<file path="src/rtl/ram_programmer.sv">
// Purpose : loads a byte stream into an async SRAM in program mode; passes the
//           CPU address/read-enable straight through to the SRAM in run mode.
// Latency : 4 cycles per byte (IDLE accept, SETUP, STROBE, RECOVER); 5 with the VERIFY readback.
// Backpr. : in_ready is high only in program-mode IDLE; the loader holds in_valid/in_data until accepted.
//
// Ports:
//   clk, rst                 sole clock; asynchronous active-high reset
//   run_not_prog             1 = CPU owns SRAM, 0 = loader owns SRAM
//   in_valid/in_data/in_ready  loader byte handshake
//   mar_addr, cpu_ce_bar     CPU address and active-low read enable (run mode)
//   sram_addr/sram_wr_data/sram_ce_bar/sram_we_bar/sram_rd_data  SRAM pins
//   prog_done                every location has been written
//   prog_err                 sticky readback mismatch (readback build only)
//
// Build option: define RAM_PROG_VERIFY_EN to add a readback VERIFY cycle after each write.

module ram_programmer #(
  parameter int ADDR_WIDTH = 4,
  parameter int DATA_WIDTH = 8
) (
  input  logic                  clk,
  input  logic                  rst,
  input  logic                  run_not_prog,
  input  logic                  in_valid,
  input  logic [DATA_WIDTH-1:0] in_data,
  output logic                  in_ready,
  input  logic [ADDR_WIDTH-1:0] mar_addr,
  input  logic                  cpu_ce_bar,
  output logic [ADDR_WIDTH-1:0] sram_addr,
  output logic [DATA_WIDTH-1:0] sram_wr_data,
  output logic                  sram_ce_bar,
  output logic                  sram_we_bar,
  input  logic [DATA_WIDTH-1:0] sram_rd_data,
  output logic                  prog_done,
  output logic                  prog_err
);

`ifdef RAM_PROG_VERIFY_EN
  typedef enum logic [2:0] {IDLE, SETUP, STROBE, RECOVER, VERIFY, DONE} state_t;
  logic                  err_q;
`else
  typedef enum logic [2:0] {IDLE, SETUP, STROBE, RECOVER, DONE} state_t;
`endif

  state_t                state;
  logic                  mode_q;
  logic [ADDR_WIDTH-1:0] ptr;
  logic [DATA_WIDTH-1:0] data_q;
  logic                  done_q;
  logic                  ce_q;
  logic                  we_q;

  // CPU owns the bus only once the FSM is parked in IDLE with run mode registered.
  logic run_pass;
  assign run_pass = (state == IDLE) && mode_q;

  // A run->program edge is recognised while parked (IDLE or DONE): mode_q is
  // still 1 and the input has already dropped.
  logic enter_prog;
  assign enter_prog = mode_q && !run_not_prog;

  logic last_addr;
  assign last_addr = (ptr == {ADDR_WIDTH{1'b1}});

  always_ff @(posedge clk or posedge rst) begin
    if (rst) begin
      state  <= IDLE;
      mode_q <= 1'b1;
      ptr    <= '0;
      data_q <= '0;
      done_q <= 1'b0;
      ce_q   <= 1'b1;
      we_q   <= 1'b1;
`ifdef RAM_PROG_VERIFY_EN
      err_q  <= 1'b0;
`endif
    end else begin
      mode_q <= run_not_prog;
      case (state)
        IDLE: begin
          if (enter_prog) begin
            ptr    <= '0;
            done_q <= 1'b0;
`ifdef RAM_PROG_VERIFY_EN
            err_q  <= 1'b0;
`endif
          end else if (!mode_q && in_valid) begin
            data_q <= in_data;
            state  <= SETUP;
          end
        end
        SETUP: begin
          ce_q  <= 1'b0;
          we_q  <= 1'b0;
          state <= STROBE;
        end
        STROBE: begin
          ce_q  <= 1'b1;
          we_q  <= 1'b1;
          state <= RECOVER;
        end
`ifdef RAM_PROG_VERIFY_EN
        RECOVER: begin
          ce_q  <= 1'b0;   // read back the location just written
          state <= VERIFY;
        end
        VERIFY: begin
          ce_q <= 1'b1;
          if (sram_rd_data != data_q)
            err_q <= 1'b1;
          ptr <= ptr + 1'b1;
          if (last_addr) begin
            done_q <= 1'b1;
            state  <= DONE;
          end else begin
            state  <= IDLE;
          end
        end
`else
        RECOVER: begin
          ptr <= ptr + 1'b1;   // wraps to 0 after the last location
          if (last_addr) begin
            done_q <= 1'b1;
            state  <= DONE;
          end else begin
            state  <= IDLE;
          end
        end
`endif
        DONE: begin
          if (mode_q) begin
            state <= IDLE;
            if (!run_not_prog) begin
              ptr    <= '0;
              done_q <= 1'b0;
`ifdef RAM_PROG_VERIFY_EN
              err_q  <= 1'b0;
`endif
            end
          end
        end
        default: state <= IDLE;
      endcase
    end
  end

  // Strobes come straight from flops in program mode; only run-mode pass-through is combinational.
  assign sram_addr    = run_pass ? mar_addr   : ptr;
  assign sram_ce_bar  = run_pass ? cpu_ce_bar : ce_q;
  assign sram_we_bar  = run_pass ? 1'b1       : we_q;
  assign sram_wr_data = data_q;
  assign in_ready     = (state == IDLE) && !mode_q;
  assign prog_done    = done_q;

`ifdef RAM_PROG_VERIFY_EN
  assign prog_err = err_q;
`else
  assign prog_err = 1'b0;
  logic unused_rd;
  assign unused_rd = ^sram_rd_data;
`endif

endmodule

</file>
<file path="config.mk">
export PLATFORM = sky130hd
export DESIGN_NAME = ram_programmer
export DESIGN_NICKNAME = d
export VERILOG_FILES = /design/src/rtl/ram_programmer.sv
export SDC_FILE = /design/constraint.sdc
export NUM_CORES = 1
export LEC_CHECK = 0
export ABC_CLOCK_PERIOD_IN_PS = 2100
export CAP_MARGIN = 0
export CORE_MARGIN = 1
export CORE_UTILIZATION = 39
export DETAILED_ROUTE_END_ITERATION = 8
export PLACE_DENSITY = 0.78
export SLEW_MARGIN = 5
export SYNTH_ARGS = -nofsm -noshare
export SYNTH_HDL_FRONTEND = slang
export SYNTH_SLANG_ARGS = --single-unit
</file>
<file path="constraint.sdc">
create_clock -name clk -period 2.1 [get_ports clk]
set_input_delay 0.315 -clock clk [delete_from_list [all_inputs] [get_ports clk]]
set_output_delay 0.315 -clock clk [all_outputs]
set_load 0.01 [all_outputs]
</file>
Word-level counts from Yosys, hierarchy flattened. Index checks and enable logic that the tools add are counted.

Add/subtract/negate cells: 1. Multipliers: 0. Div/mod/pow operators: 0. $lt $le $gt $ge: 0. Equal/unequal tests: 11. Shift operators: 0. Muxes and demuxes: 18. Bitwise operators: 1. Reduce and logical (&&, ||, !) cells: 13.

Operators with widths (count): $mux 4 (4); $pmux 3 s5 (1); $mux 3 (4); $pmux 4 s3 (1); $ne 2x2->1 const B (5); $eq 3x2->1 const B (2); $mux 1 (6); $reduce_and 3->1 (2); $reduce_and 5->1 (1); $add 4x1->4 const B (1); $eq 4x4->1 const B (1); $logic_and 1x1->1 (4); $reduce_and 4->1 (1); $eq 3x1->1 const B (1); $eq 3x3->1 const B (1); $logic_not 3->1 (1); $pmux 1 s3 (1); $reduce_bool 3->1 (1); $logic_not 1->1 (2); $ne 2x1->1 const B (1); $pmux 1 s2 (1); $reduce_bool 2->1 (1); $not 1->1 (1).

Register bits: 18. Latch bits: 0. Memory bits (writable): 0. Memory bits (read-only): 0. Input bits: 25. Output and inout bits: 17. Logic and storage cells: 50. Memories: 0.

Depth between registers and ports, before layout.
Word-level depth: 5. Mapped depth: 4. Depth with buffers taken out: 3.

Least setup slack after synthesis. Ideal clock, no wire load.

Path kind: register to output. Start: reg state[0]. End: out sram_addr[0]. Arrival time: 1.373 ns. Required time: 1.785 ns. Slack: 0.412 ns. Stages on the path, launching flop included: 4. Path buffers: 1. Cells stage by stage: dfrtp_1 > buf_6 > nor4_2 > mux2_2.

Word-level cells in the longest chain between the ends: 3.

RTL lines: from (decl) (line 45) `state_t state;`; from (signal assigned) (line 67) `state <= IDLE;`; from (signal assigned) (line 89) `state <= SETUP;`; from (signal assigned) (line 95) `state <= STROBE;`; $logic_not 3->1 (line 55) `assign run_pass = (state == IDLE) && mode_q;`; $logic_and 1x1->1 (line 55); $mux 4 (line 148) `assign sram_addr = run_pass ? mar_addr : ptr;`; to (decl) (line 29) `output logic [ADDR_WIDTH-1:0] sram_addr,`.

No other way between the ends.

Final worst setup path.
Start: reg mode_q. End: out sram_addr[0].

Word-level cells in the longest chain between the ends: 2.

RTL lines: from (decl) (line 46) `logic mode_q;`; from (signal assigned) (line 78) `mode_q <= run_not_prog;`; $logic_and 1x1->1 (line 55); $mux 4 (line 148).

No other way between the ends.

==> results.md <==
- Number of cells produced by synthesis: about 70
- HPWL reported at the end of detailed placement: 1270 um
- Post-route cell area: 1340 sq um
- Maximum clock insertion buffer count: 2
- Worst slew pin tran: 0.664 ns
- Via count of the first global-routing pass: approximately 750
- Maximum fanout count along the critical path: 4
- H-tree lvl count: 1
- Post-Route Skew: 0.00115 ns
- Clock tree from TritonCTS: yes
- Reg clk slew, reported paths: 0.10 ns
- Static Leak: roughly 0.62 nW
- Category of the worst setup path capture point: output pin
- Worst Path Required: approximately 1.8 ns
- Period minus WS final: 2.14 ns
- Root Buffer Master: clkbuf_4
- Number of antenna violations at the first check in global routing: 0
- Total internal power: ~1.2 mW
- Post-Place Cell Area: roughly 1200 sq um
- Pins Over Slew Limit: 0
- Number of buffers created by CTS: 3
- Ys Warns: 0
- Most common library cell in the layout ignoring fill and taps: clkdlybuf4s50_1
- Cell area after synthesis: around 850 sq um
- Count of pins on the block boundary: 42
- Die area: roughly 2400 sq um
- Total congestion overflow: 0
- Combined area of the multi-input logic cells: 387 sq um
- Worst Setup Start Kind: flip-flop
- Pwr/cell area: 1250 nW/um^2
- Run status: complete, but fails checks
- Library cell contributing the largest single delay on the critical path: dfstp_2
- Final setup slack of the worst path: -0.0360 ns
- Final Hold Vio Count: 0
- Final Total Pwr: 1.68 mW
- Hold buffer count at cts: 0
- Register area: 453 sq um
- Area growth from synthesis to layout: 57.5%
- Largest net degree at the start of global routing: 19
- Share of the clock period used by the worst path after layout: 102%
- Worst-path cell chain: inv_2, nor4_4, buf_4, buf_6, buf_6, mux2_4, buf_6
- Min-Delay Path Class: in -> async
- Fraction of final layout cells sized beyond drive strength 1: between 30% and 40%
- Startpoint-to-endpoint class of the critical path: reg -> out
- DRT antenna net count: 0
- Worst reg2reg path startpoint: state[0]
- Reg2reg path depth: 4
- Number of port buffers: 32
- Placement row count: 16
- Filler Cells Inserted: 153
- Violation count after the first detailed-route iteration: 3
- Longest individual stage delay on the worst path: 0.55 ns
- Starting density of the core: 42.6%
- Residual DRC: 0
- Number of synthesized register bits: 18
- Endpoints failing setup: 2
- Sequential-to-total area share from yosys stat: 53.1%
- Switching power share of the total: 31.6%
- Mean post-synth cell area: 12.5 sq um
- Global-route wire length before repair: 3150 um
- Die extent in y: 48.8 um
- CP arrival: ~1.8 ns
- Number of vias per cell: 4.96
- Routed len/inst: 12.5 um
- Share of power burned in registers: 35.0%
- Slew Limit Headroom: 55.7%
- Core region area: 2000 sq um
- Most common cell on crit path: buf_6
- Number of different library cells in the post-synthesis netlist: 27
- Internal reg-to-reg setup slack: ~0.38 ns
- Net load switching power: 532 uW
- Clock latency on the worst-skew pair: 0.28 ns
- Global router's overall resource usage: 16.7%
- Net count of the finished layout: 140
- Final wirelength: 1750 um
- Violated checks: setup timing
- Share of power burned in the clock network: between 10% and 20%
- Highest achievable clock rate: 0.468 GHz
- Highest-count cells in the layout ignoring fill and taps: clkdlybuf4s50_1, dfrtp_1, mux2_2, buf_4, buf_6
- Reg-to-reg critical path endpoint: ptr[2]
- Horiz. Die Dim: 48.8 um
- Max Cap Violations: 0
- Weighted congestion reported at the end of routability-driven placement: between 0.7 and 0.8
- First-pass DRT Iterations: 2
- Combinational cell fraction of total power: 52.9%
- Worst IR Drop VDD: approximately 0.85 mV
- Setup repair after global routing missed its margin: true
- Clk sinks: 18
- Detailed-route via count: around 700
- Syn nets: 94
- N_diodes: 0
## worst max-delay path by stage
stage | to | startpoint | slack [ns]
floorplan | sram_addr[0] | state[0] | 0.41
finish | sram_addr[0] | mode_q | -0.04
detailed placement | sram_addr[0] | mode_q | 0.05
global route | sram_addr[1] | mode_q | -0.12
global placement | sram_addr[1] | mode_q | 0.06
CTS | sram_addr[0] | mode_q | -0.02
## through the flow
stage | hold WS [ns] | TNS [ns] | std cells | setup WS (ns) | utilization (%)
finish | 0.426 | -0.0670 | 140 | -0.0360 | 67.1
CTS | 0.441 | -0.0197 | 138 | -0.0197 | 63.9
global placement | 0.470 | 0 | 128 | 0.0602 | 60.5
detailed placement | 0.470 | 0 | 128 | 0.0544 | 60.5
floorplan | 0.252 | 0 | 68 | 0.412 | -
global route | 0.473 | -0.389 | 140 | -0.117 | 67.1
## metal layers
layer	GRT usage (%)	wire length (um)
met5	0	0
met4	2.94	0
met3	4.05	100
met2	31.0	930
met1	19.5	722
## registers in the layout, summed over array words and instances (netlist names)
name	cells
sram_wr_data	8
ptr	4
mode_q	1
state	3
we_q	1
prog_done	1
## logic make-up after synthesis
family                     count (synthesis)  synth area share (%)
DFF                                       18                  53.1
and+or+nand+nor                           18                  14.8
muxes                                     13                  17.2
AOI/OAI and AO/OA                          9                  6.60
buffers and inverters                      6                  4.40
xor gates and xnor gates                   2                  2.05
adders and majority gates                  1                  1.47
other                                      1                 0.439
## area by class of cell
type / count / share of cell area [%]
Clock buffer: 4 / 2.70
Inverter: 3 / 0.838
Multi-Input combinational cell: 44 / 28.8
Sequential cell: 18 / 33.7
Tap cell: 27 / 2.51
Timing Repair Buffer: 44 / 31.5
## power by group through the flow
stage | clock network [mW] | logic (mW) | registers, mW
4_1_cts | 0.213 | 0.813 | 0.582
2_1_floorplan | 0 | 0.409 | 0.603
3_5_place_dp | 0 | 0.795 | 0.589
5_1_grt | 0.229 | 0.964 | 0.611
3_3_place_gp | 0 | 0.773 | 0.577
6_report | 0.204 | 0.892 | 0.589
## critical path, delay by kind of cell (launching register included)
kind                   cells  cell delay [ns]
buffers and inverters      5             0.51
flip-flops                 1             0.55
multiplexers               1             0.29
AND/OR/NAND/NOR            1             0.19
## Yosys cell counts (all sizes together)
library cell / instances / share of area (%)
xor2: 1 / 1.0
o41ai: 1 / 1.0
buf: 3 / 3.1
o21ai: 4 / 2.3
and2: 1 / 1.0
nand3b: 1 / 0.88
a22o: 1 / 1.0
nor3b: 2 / 1.8
mux2: 13 / 17
and3b: 1 / 1.0
nor4: 2 / 2.9
a211o: 1 / 1.0
ha: 1 / 1.5
nor3: 1 / 0.59
inv: 3 / 1.3
or4b: 1 / 1.6
conb: 1 / 0.44
a21oi: 2 / 1.2
xnor2: 1 / 1.0
nand2: 3 / 1.3
nor2: 1 / 0.44
nand4: 1 / 0.73
dfstp: 2 / 6.2
or2: 1 / 0.73
dfrtp: 16 / 47
nand3: 3 / 1.8
## what timing repair did
| item | 4_1_cts | 5_1_grt |
|---|---|---|
| hold endpoints to repair | 0 | 0 |
| setup buffers | 6 | 2 |
| resized for setup | 21 | 13 |
| endpoints found under the setup margin | 6 | 6 |
| pin swaps | 0 | 1 |
(Power assumes the default switching activity.)
